<file path="src/rtl/alu_issue_decode.sv">
// alu_issue_decode
// Issue-side decode stage in front of the integer ALU. Takes RV32I words from
// fetch over a valid/ready handshake, decodes the OP and OP-IMM classes into
// the ALU operation code, register indices, operand-B immediate and write
// enable, and presents the result through a two-entry (output + skid)
// registered valid/ready buffer.
//
// Ports:
//   i_clk, i_rst_n      clock, asynchronous active-low reset
//   i_flush             synchronous flush of both buffered entries
//   i_valid/o_ready     upstream handshake (o_ready is a flop output)
//   i_instr, i_pc       instruction word and its address
//   o_valid/i_ready     downstream handshake
//   o_pc                PC of the presented entry
//   o_alu_op            {qualifier, funct3} ALU operation code
//   o_rs1/o_rs2/o_rd    register indices
//   o_imm, o_use_imm    operand-B immediate and its select
//   o_rd_we, o_illegal  write-back enable, illegal-instruction flag
module alu_issue_decode #(
    parameter int XLEN = 32
) (
    input  logic            i_clk,
    input  logic            i_rst_n,
    input  logic            i_flush,
    input  logic            i_valid,
    output logic            o_ready,
    input  logic [31:0]     i_instr,
    input  logic [XLEN-1:0] i_pc,
    output logic            o_valid,
    input  logic            i_ready,
    output logic [XLEN-1:0] o_pc,
    output logic [3:0]      o_alu_op,
    output logic [4:0]      o_rs1,
    output logic [4:0]      o_rs2,
    output logic [4:0]      o_rd,
    output logic [XLEN-1:0] o_imm,
    output logic            o_use_imm,
    output logic            o_rd_we,
    output logic            o_illegal
);

    typedef struct packed {
        logic [XLEN-1:0] pc;
        logic [3:0]      alu_op;
        logic [4:0]      rs1;
        logic [4:0]      rs2;
        logic [4:0]      rd;
        logic [XLEN-1:0] imm;
        logic            use_imm;
        logic            rd_we;
        logic            illegal;
    } entry_t;

    localparam logic [6:0] OPC_OP     = 7'b0110011;
    localparam logic [6:0] OPC_OP_IMM = 7'b0010011;
    localparam logic [6:0] F7_BASE    = 7'b0000000;
    localparam logic [6:0] F7_ALT     = 7'b0100000;

    logic [6:0] opcode;
    logic [2:0] funct3;
    logic [6:0] funct7;
    logic       legal;
    entry_t     dec;

    entry_t out_q;
    entry_t skid_q;
    logic   out_valid_q;
    logic   skid_valid_q;
    logic   ready_q;

    logic   accept;
    logic   consume;

    assign opcode = i_instr[6:0];
    assign funct3 = i_instr[14:12];
    assign funct7 = i_instr[31:25];

    // Combinational decode of the incoming word. Illegal words still produce
    // an entry, but with a neutral operation and no write-back.
    always_comb begin
        dec         = '0;
        legal       = 1'b0;
        dec.pc      = i_pc;
        dec.rs1     = i_instr[19:15];
        dec.rd      = i_instr[11:7];
        unique case (opcode)
            OPC_OP: begin
                dec.rs2 = i_instr[24:20];
                if (funct7 == F7_BASE) begin
                    legal      = 1'b1;
                    dec.alu_op = {1'b0, funct3};
                end else if (funct7 == F7_ALT && (funct3 == 3'b000 || funct3 == 3'b101)) begin
                    legal      = 1'b1;
                    dec.alu_op = {1'b1, funct3};
                end
            end
            OPC_OP_IMM: begin
                dec.use_imm = 1'b1;
                if (funct3 == 3'b001 || funct3 == 3'b101) begin
                    // Shift-immediates: bits 31:25 select/qualify, shamt is zero-extended.
                    dec.imm = {{(XLEN-5){1'b0}}, i_instr[24:20]};
                    if (funct7 == F7_BASE) begin
                        legal      = 1'b1;
                        dec.alu_op = {1'b0, funct3};
                    end else if (funct7 == F7_ALT && funct3 == 3'b101) begin
                        legal      = 1'b1;
                        dec.alu_op = 4'b1101;
                    end
                end else begin
                    // Bit 30 is immediate data here, so the qualifier stays 0.
                    legal      = 1'b1;
                    dec.imm    = {{(XLEN-12){i_instr[31]}}, i_instr[31:20]};
                    dec.alu_op = {1'b0, funct3};
                end
            end
            default: ;
        endcase
        if (!legal) begin
            dec.illegal = 1'b1;
            dec.alu_op  = 4'b0000;
            dec.imm     = '0;
            dec.use_imm = 1'b0;
        end
        dec.rd_we = legal && (dec.rd != 5'd0);
    end

    // Handshake qualifiers; flush blocks any same-cycle accept.
    assign accept  = i_valid && ready_q && !i_flush;
    assign consume = out_valid_q && i_ready;

    // Output register plus skid register. The skid entry only fills when the
    // output register is held, and ready is recomputed from the next skid
    // occupancy so it stays a pure flop output.
    always_ff @(posedge i_clk or negedge i_rst_n) begin
        if (!i_rst_n) begin
            out_q        <= '0;
            skid_q       <= '0;
            out_valid_q  <= 1'b0;
            skid_valid_q <= 1'b0;
            ready_q      <= 1'b1;
        end else if (i_flush) begin
            out_valid_q  <= 1'b0;
            skid_valid_q <= 1'b0;
            ready_q      <= 1'b1;
        end else if (consume) begin
            if (skid_valid_q) begin
                out_q        <= skid_q;
                out_valid_q  <= 1'b1;
                skid_valid_q <= 1'b0;
                ready_q      <= 1'b1;
            end else if (accept) begin
                out_q       <= dec;
                out_valid_q <= 1'b1;
            end else begin
                out_valid_q <= 1'b0;
            end
        end else if (accept) begin
            if (!out_valid_q) begin
                out_q       <= dec;
                out_valid_q <= 1'b1;
            end else begin
                skid_q       <= dec;
                skid_valid_q <= 1'b1;
                ready_q      <= 1'b0;
            end
        end
    end

    assign o_ready   = ready_q;
    assign o_valid   = out_valid_q;
    assign o_pc      = out_q.pc;
    assign o_alu_op  = out_q.alu_op;
    assign o_rs1     = out_q.rs1;
    assign o_rs2     = out_q.rs2;
    assign o_rd      = out_q.rd;
    assign o_imm     = out_q.imm;
    assign o_use_imm = out_q.use_imm;
    assign o_rd_we   = out_q.rd_we;
    assign o_illegal = out_q.illegal;

endmodule

</file>
<file path="config.mk">
export PLATFORM = sky130hd
export DESIGN_NAME = alu_issue_decode
export DESIGN_NICKNAME = d
export VERILOG_FILES = /design/src/rtl/alu_issue_decode.sv
export SDC_FILE = /design/constraint.sdc
export NUM_CORES = 1
export LEC_CHECK = 0
export ABC_AREA = 0
export BUFFER_PORTS_ARGS = -buffer_cell sky130_fd_sc_hd__buf_2
export CORE_AREA = 2 2 119 121
export CTS_CLUSTER_SIZE = 8
export DETAILED_ROUTE_END_ITERATION = 10
export DIE_AREA = 0 0 121 123
export GPL_TIMING_DRIVEN = 1
export PLACE_DENSITY = 0.74
export SLEW_MARGIN = 30
export SYNTH_ARGS = -nofsm -noshare
export SYNTH_HDL_FRONTEND = slang
export SYNTH_SLANG_ARGS = --single-unit
</file>
<file path="constraint.sdc">
create_clock -name i_clk -period 2.3 [get_ports i_clk]
set_clock_uncertainty 0.2 [all_clocks]
set_input_delay 0.23 -clock i_clk [delete_from_list [all_inputs] [get_ports i_clk]]
set_output_delay 0.23 -clock i_clk [all_outputs]
set_load 0.02 [all_outputs]
</file>
Word-level counts from Yosys, hierarchy flattened
Cells that the tools add are included.
- flip-flop bits (word level): 175
- bits of input ports: 69
- output and inout port bits: 88
- logic and storage cells: 87
- equality and inequality tests: 7
- muxes and demuxes: 37
- bitwise gates (word level): 2
- reductions and logical operators: 20
- operators by type and width (cell ; number):
    $mux 86 ; 5
    $mux 33 ; 2
    $mux 32 ; 1
    $mux 4 ; 6
    $mux 1 ; 20
    $eq 7x6->1 const B ; 2
    $pmux 4 s2 ; 1
    $reduce_and 4->1 ; 2
    $eq 7x5->1 const B ; 1
    $logic_not 7->1 ; 1
    $logic_and 1x1->1 ; 6
    $reduce_bool 3->1 ; 2
    $mux 5 ; 1
    $reduce_bool 5->1 ; 1
    $reduce_bool 2->1 ; 2
    $eq 3x1->1 const B ; 1
    $eq 3x3->1 const B ; 1
    $logic_not 3->1 ; 1
    $ne 3x3->1 const B ; 1
    $reduce_and 3->1 ; 1
    $logic_or 1x1->1 ; 2
    $ne 2x1->1 const B ; 1
    $not 1->1 ; 2
    $pmux 1 s2 ; 1
    other kinds (2) ; 2

Depth between registers and ports, before layout
- depth in word-level cells: 10
- mapped depth: 8
- mapped depth without buffers: 4

Worst setup path before layout
No wires, ideal clock.
- path kind: reg-to-reg
- start: register out_valid_q (netlist: o_valid)
- end: register skid_q[10] (netlist bit)
- library setup time: 0.121 ns
- arrival time: 1.983 ns
- data required time: 1.979 ns
- setup slack: -0.004 ns
- stages on the path, launching flop included: 8
- buffers on the path: 4
- period minus slack after synthesis: 2.304 ns
- cells stage by stage: dfrtp_1 > buf_2 > nand2_1 > or4b_1 > clkbuf_1 > buf_2 > buf_1 > a22o_1
- longest elaborated chain between the ends: 3
- ends and longest elaborated chain (item ; line ; text):
    start, declared ; 67 ; logic out_valid_q;
    start signal, assigned ; 138 ; out_valid_q <= 1'b0;
    start signal, assigned ; 142 ; out_valid_q <= 1'b0;
    start signal, assigned ; 148 ; out_valid_q <= 1'b1;
    $logic_and 1x1->1 ; 129 ; assign consume = out_valid_q && i_ready;
    $not 1->1 (no source line) ; - ;
    $reduce_and 4->1 (no source line) * ; - ;
    end signal, assigned ; 137 ; skid_q <= '0;
    end signal, assigned ; 162 ; skid_q <= dec;
    end, declared ; 66 ; entry_t skid_q;
Every way passes the cells marked *; elsewhere a longest branch is shown, timed or not.
A chain may end at the register's enable or synchronous reset.

Final worst setup path
- start: input port i_instr[25]
- end: register skid_q[1] (netlist bit)
- longest elaborated chain between the ends: 7
- elaborated cells on any way between the ends: 11
- classes of those cells: eq/ne: 1; mux: 6; reduce/logical: 4
- ends and longest elaborated chain (item ; line ; text):
    start, declared ; 27 ; input logic [31:0] i_instr,
    $eq 7x6->1 ; 92, 105 ;
    $logic_and 1x1->1 ; 105 ; end else if (funct7 == F7_ALT && funct3 == 3'b101) begin
    $mux 1 ; 105 ;
    $mux 1 ; 102 ; if (funct7 == F7_BASE) begin
    $mux 1 ; 99 ; if (funct3 == 3'b001 || funct3 == 3'b101) begin
    $pmux 1 s2 * ; 86 ; unique case (opcode)
    $logic_and 1x1->1 * ; 124 ; dec.rd_we = legal && (dec.rd != 5'd0);
Marks and branches as above.

==> metrics.md <==
| Metric | Value |
|---|---|
| TritonCTS buffer count | `17` |
| Total track usage | `0.2116` |
| FF/Latch Area | `3379 um^2` |
| Die area | `14880 um^2` |
| Initial antenna violation count | `0` |
| # IOs | `157` |
| Wire per inst | `15.56 um` |
| Hold Violations, Final | `0` |
| Setup Crit Path Kind | `in2reg` |
| Pre-antenna DRT Iters | `4` |
| Via count | `5232` |
| DIE WIDTH | `121 um` |
| # setup viols final | `0` |
| Syn_area_per_cell | `10.04 um^2` |
| H-tree levels | `4` |
| Pwr Total | `7.273 mW` |
| Most common cell after layout, fill and taps aside | `buf_2` |
| Total gr overflow | `0` |
| Synth Area in XOR/XNOR | `0.001453` |
| Clk slew on worst S/H paths | `0.06 ns` |
| Post-synthesis mux area share | `0.08347` |
| Seq/Total Area, Yosys | `0.5608` |
| Worst-path fanout max | `4` |
| Leak | `3.755 nW` |
| Pre-CTS WS | `0.03614 ns` |
| Slew @ Worst Pin | `0.5060 ns` |
| Number of synthesized flops with an enable pin | `0` |
| Rows | `43` |
| Final setup TNS | `0 ns` |
| Slew Limit Fails | `0` |
| Post-synthesis compound-gate area fraction | `0.1294` |
| Synth warn | `0` |
| P&R area growth vs syn | `35.98%` |
| FMAX | `0.4454 GHz` |
| Vias per inst | `5.274` |
| Worst VDD drop | `0.5487 mV` |
| Synth cell types | `51` |
| Placed wire-length estimate | `10010 um` |
| Antenna violation net count after detailed routing | `0` |
| Vias in the first global route | `5127` |
| Port bufs | `156` |
| First-pass GRT wire length | `24730 um` |
| Synth Cell Area | `6026 um^2` |
| Synthesized Nets | `669` |
| Area of the multi-input gates | `2362 um^2` |
| RSZ-0062 raised after global routing | `false` |
| Largest family of logic cells by synthesized area | `simple AND/OR/NAND/NOR gates` |
| Final setup margin | `0.05487 ns` |
| Post-Syn Instances | `600` |
| Initial Util | `0.4427` |
| CP startpoint kind | `input pin` |
| Die height | `123 um` |
| Fin util | `0.6020` |
| Critical path required time | `2.43 ns` |
| Post-Route WL | `15440 um` |
| Critical Path AT | `2.38 ns` |
| Yosys reg bits | `135` |
| Post-Synth Simple-Gate Area | `0.1709` |
| CP Capture Type | `flop` |
| Synth Flop Type | `dfrtp_1` |
| CTS tree | `yes` |
| Post-CTS setup-driven buffer insertion count | `0` |
| Clock Latency Late Sink | `0.42 ns` |
| P per Cell Area | `887.6 nW/um^2` |
| # nets final | `868` |
| DRC | `0` |
| Period utilization | `0.9761` |
| CTS sink cnt | `135` |
| Layout cell share with drive strength beyond 1 | `0.2808` |
| Max-Cap Viols | `0` |
| Status | `finished clean` |
| Clk buf depth | `2` |
| ANT cells | `0` |
| Largest net degree at the start of global routing | `59` |
| Post-synth ARST share | `1.000` |
| Root Buffer Master | `clkbuf_16` |
| Most frequent cells in the layout | `buf_2, dfrtp_1, nand2_1` |
| GPL Wtd Cong | `0.8533` |
| Hold crit path type | `in2reg` |
| Core area | `13610 um^2` |
| Slew HR | `0.6623` |
| Adder-Cell Fraction of Synth Area | `0` |
| 1st-iter DRT viols | `307` |
| Fillers | `1094` |
| Minimum clock period | `2.245 ns` |
what timing repair did:
item	4_1_cts	5_1_grt
endpoints found under the setup margin	0	4
gates resized for setup	0	3
hold buffers	62	0
endpoints found under the hold margin	255	0
final cells by class:
| type | instances | share of cell area |
|---|---|---|
| inverters | 2 | 0.0009162 |
| clock inverters | 13 | 0.01787 |
| flip-flops and latches | 135 | 0.4124 |
| multi-input cells | 402 | 0.2883 |
| repair buffers | 241 | 0.1990 |
| clock buffers | 19 | 0.05405 |
| well taps | 180 | 0.02749 |
cell usage after synthesis, types with 3 or more instances:
master    count  area (um^2)
nor2b_1       3        18.77
o31a_1        4        35.03
a21oi_1       6        30.03
and2_1        3        18.77
clkbuf_1     31        116.4
nand3_1      17        85.08
nor2_1       65        244.0
o21ai_1      13        65.06
buf_1         4        15.01
dfrtp_1     134         3353
buf_4        20        150.1
buf_2         5        25.02
nand2b_1      4        25.02
nand2_1     133        499.2
a22o_1       12        105.1
a21oi_2       4        35.03
a31oi_1      57        356.6
mux2i_1       3        30.03
mux2_1       42        473.0
or4_1         3        22.52
report_power, final:
group	internal [mW]	switching (mW)	total (mW)
sequential	2.82	0.255	3.08
combinational	0.609	0.883	1.49
clock	1.64	1.07	2.70
worst max-delay path: stages:
cell	delay, ns
dlygate4sd3_1	0.53
buf_2	0.14
or4_4	0.53
or4_4	0.56
o22a_1	0.21
o31ai_2	0.17
state kept, by name, summed over array words and instances (netlist names), 4 cells and up:
| register | flops |
|---|---|
| o_pc | 32 |
| o_rs1 | 5 |
| o_alu_op | 4 |
| o_rd | 5 |
| o_imm | 12 |
| skid_q | 66 |
| o_rs2 | 5 |
metrics by stage:
step	hold WS (ns)	cells	area, um^2
2_1_floorplan	-0.2656	600	6027
3_3_place_gp	-0.03240	898	6970
3_5_place_dp	-0.03028	898	6970
4_1_cts	0.03299	992	8180
5_1_grt	0.07361	992	8194
6_report	0.05833	992	8194
kinds of logic (layout without fill, tap and decap cells):
| family | count (synthesis) | in the layout |
|---|---|---|
| xor gates and xnor gates | 1 | 1 |
| and+or+nand+nor | 241 | 241 |
| DFF | 135 | 135 |
| buffers and inverters | 63 | 275 |
| muxes | 45 | 45 |
| AOI/OAI and AO/OA | 115 | 115 |
path summary, 6_finish.rpt:
check	depth (start not counted)	slack (ns)	end	startpoint
min	5	0.06	skid_q[53]	i_instr[12]
max	6	0.05	skid_q[1]	i_instr[25]
max in group asynchronous	3	1.09	o_ready	i_rst_n
min reg2reg	2	0.28	skid_q[53]	skid_q[53]
max reg2reg	4	0.22	skid_q[3]	o_ready
min in group asynchronous	2	0.09	o_pc[27]	i_rst_n
routing by layer:
metal | GRT usage | up-vias | wire length (um)
met2 | 0.3673 | 149 | 7920
met4 | 0.07195 | 0 | 195
met1 | 0.2574 | 2602 | 6567
li1 | - | 2467 | -
met5 | 0 | - | 0
met3 | 0.05397 | 14 | 756
No activity file was read; power rests on OpenSTA's default activity.
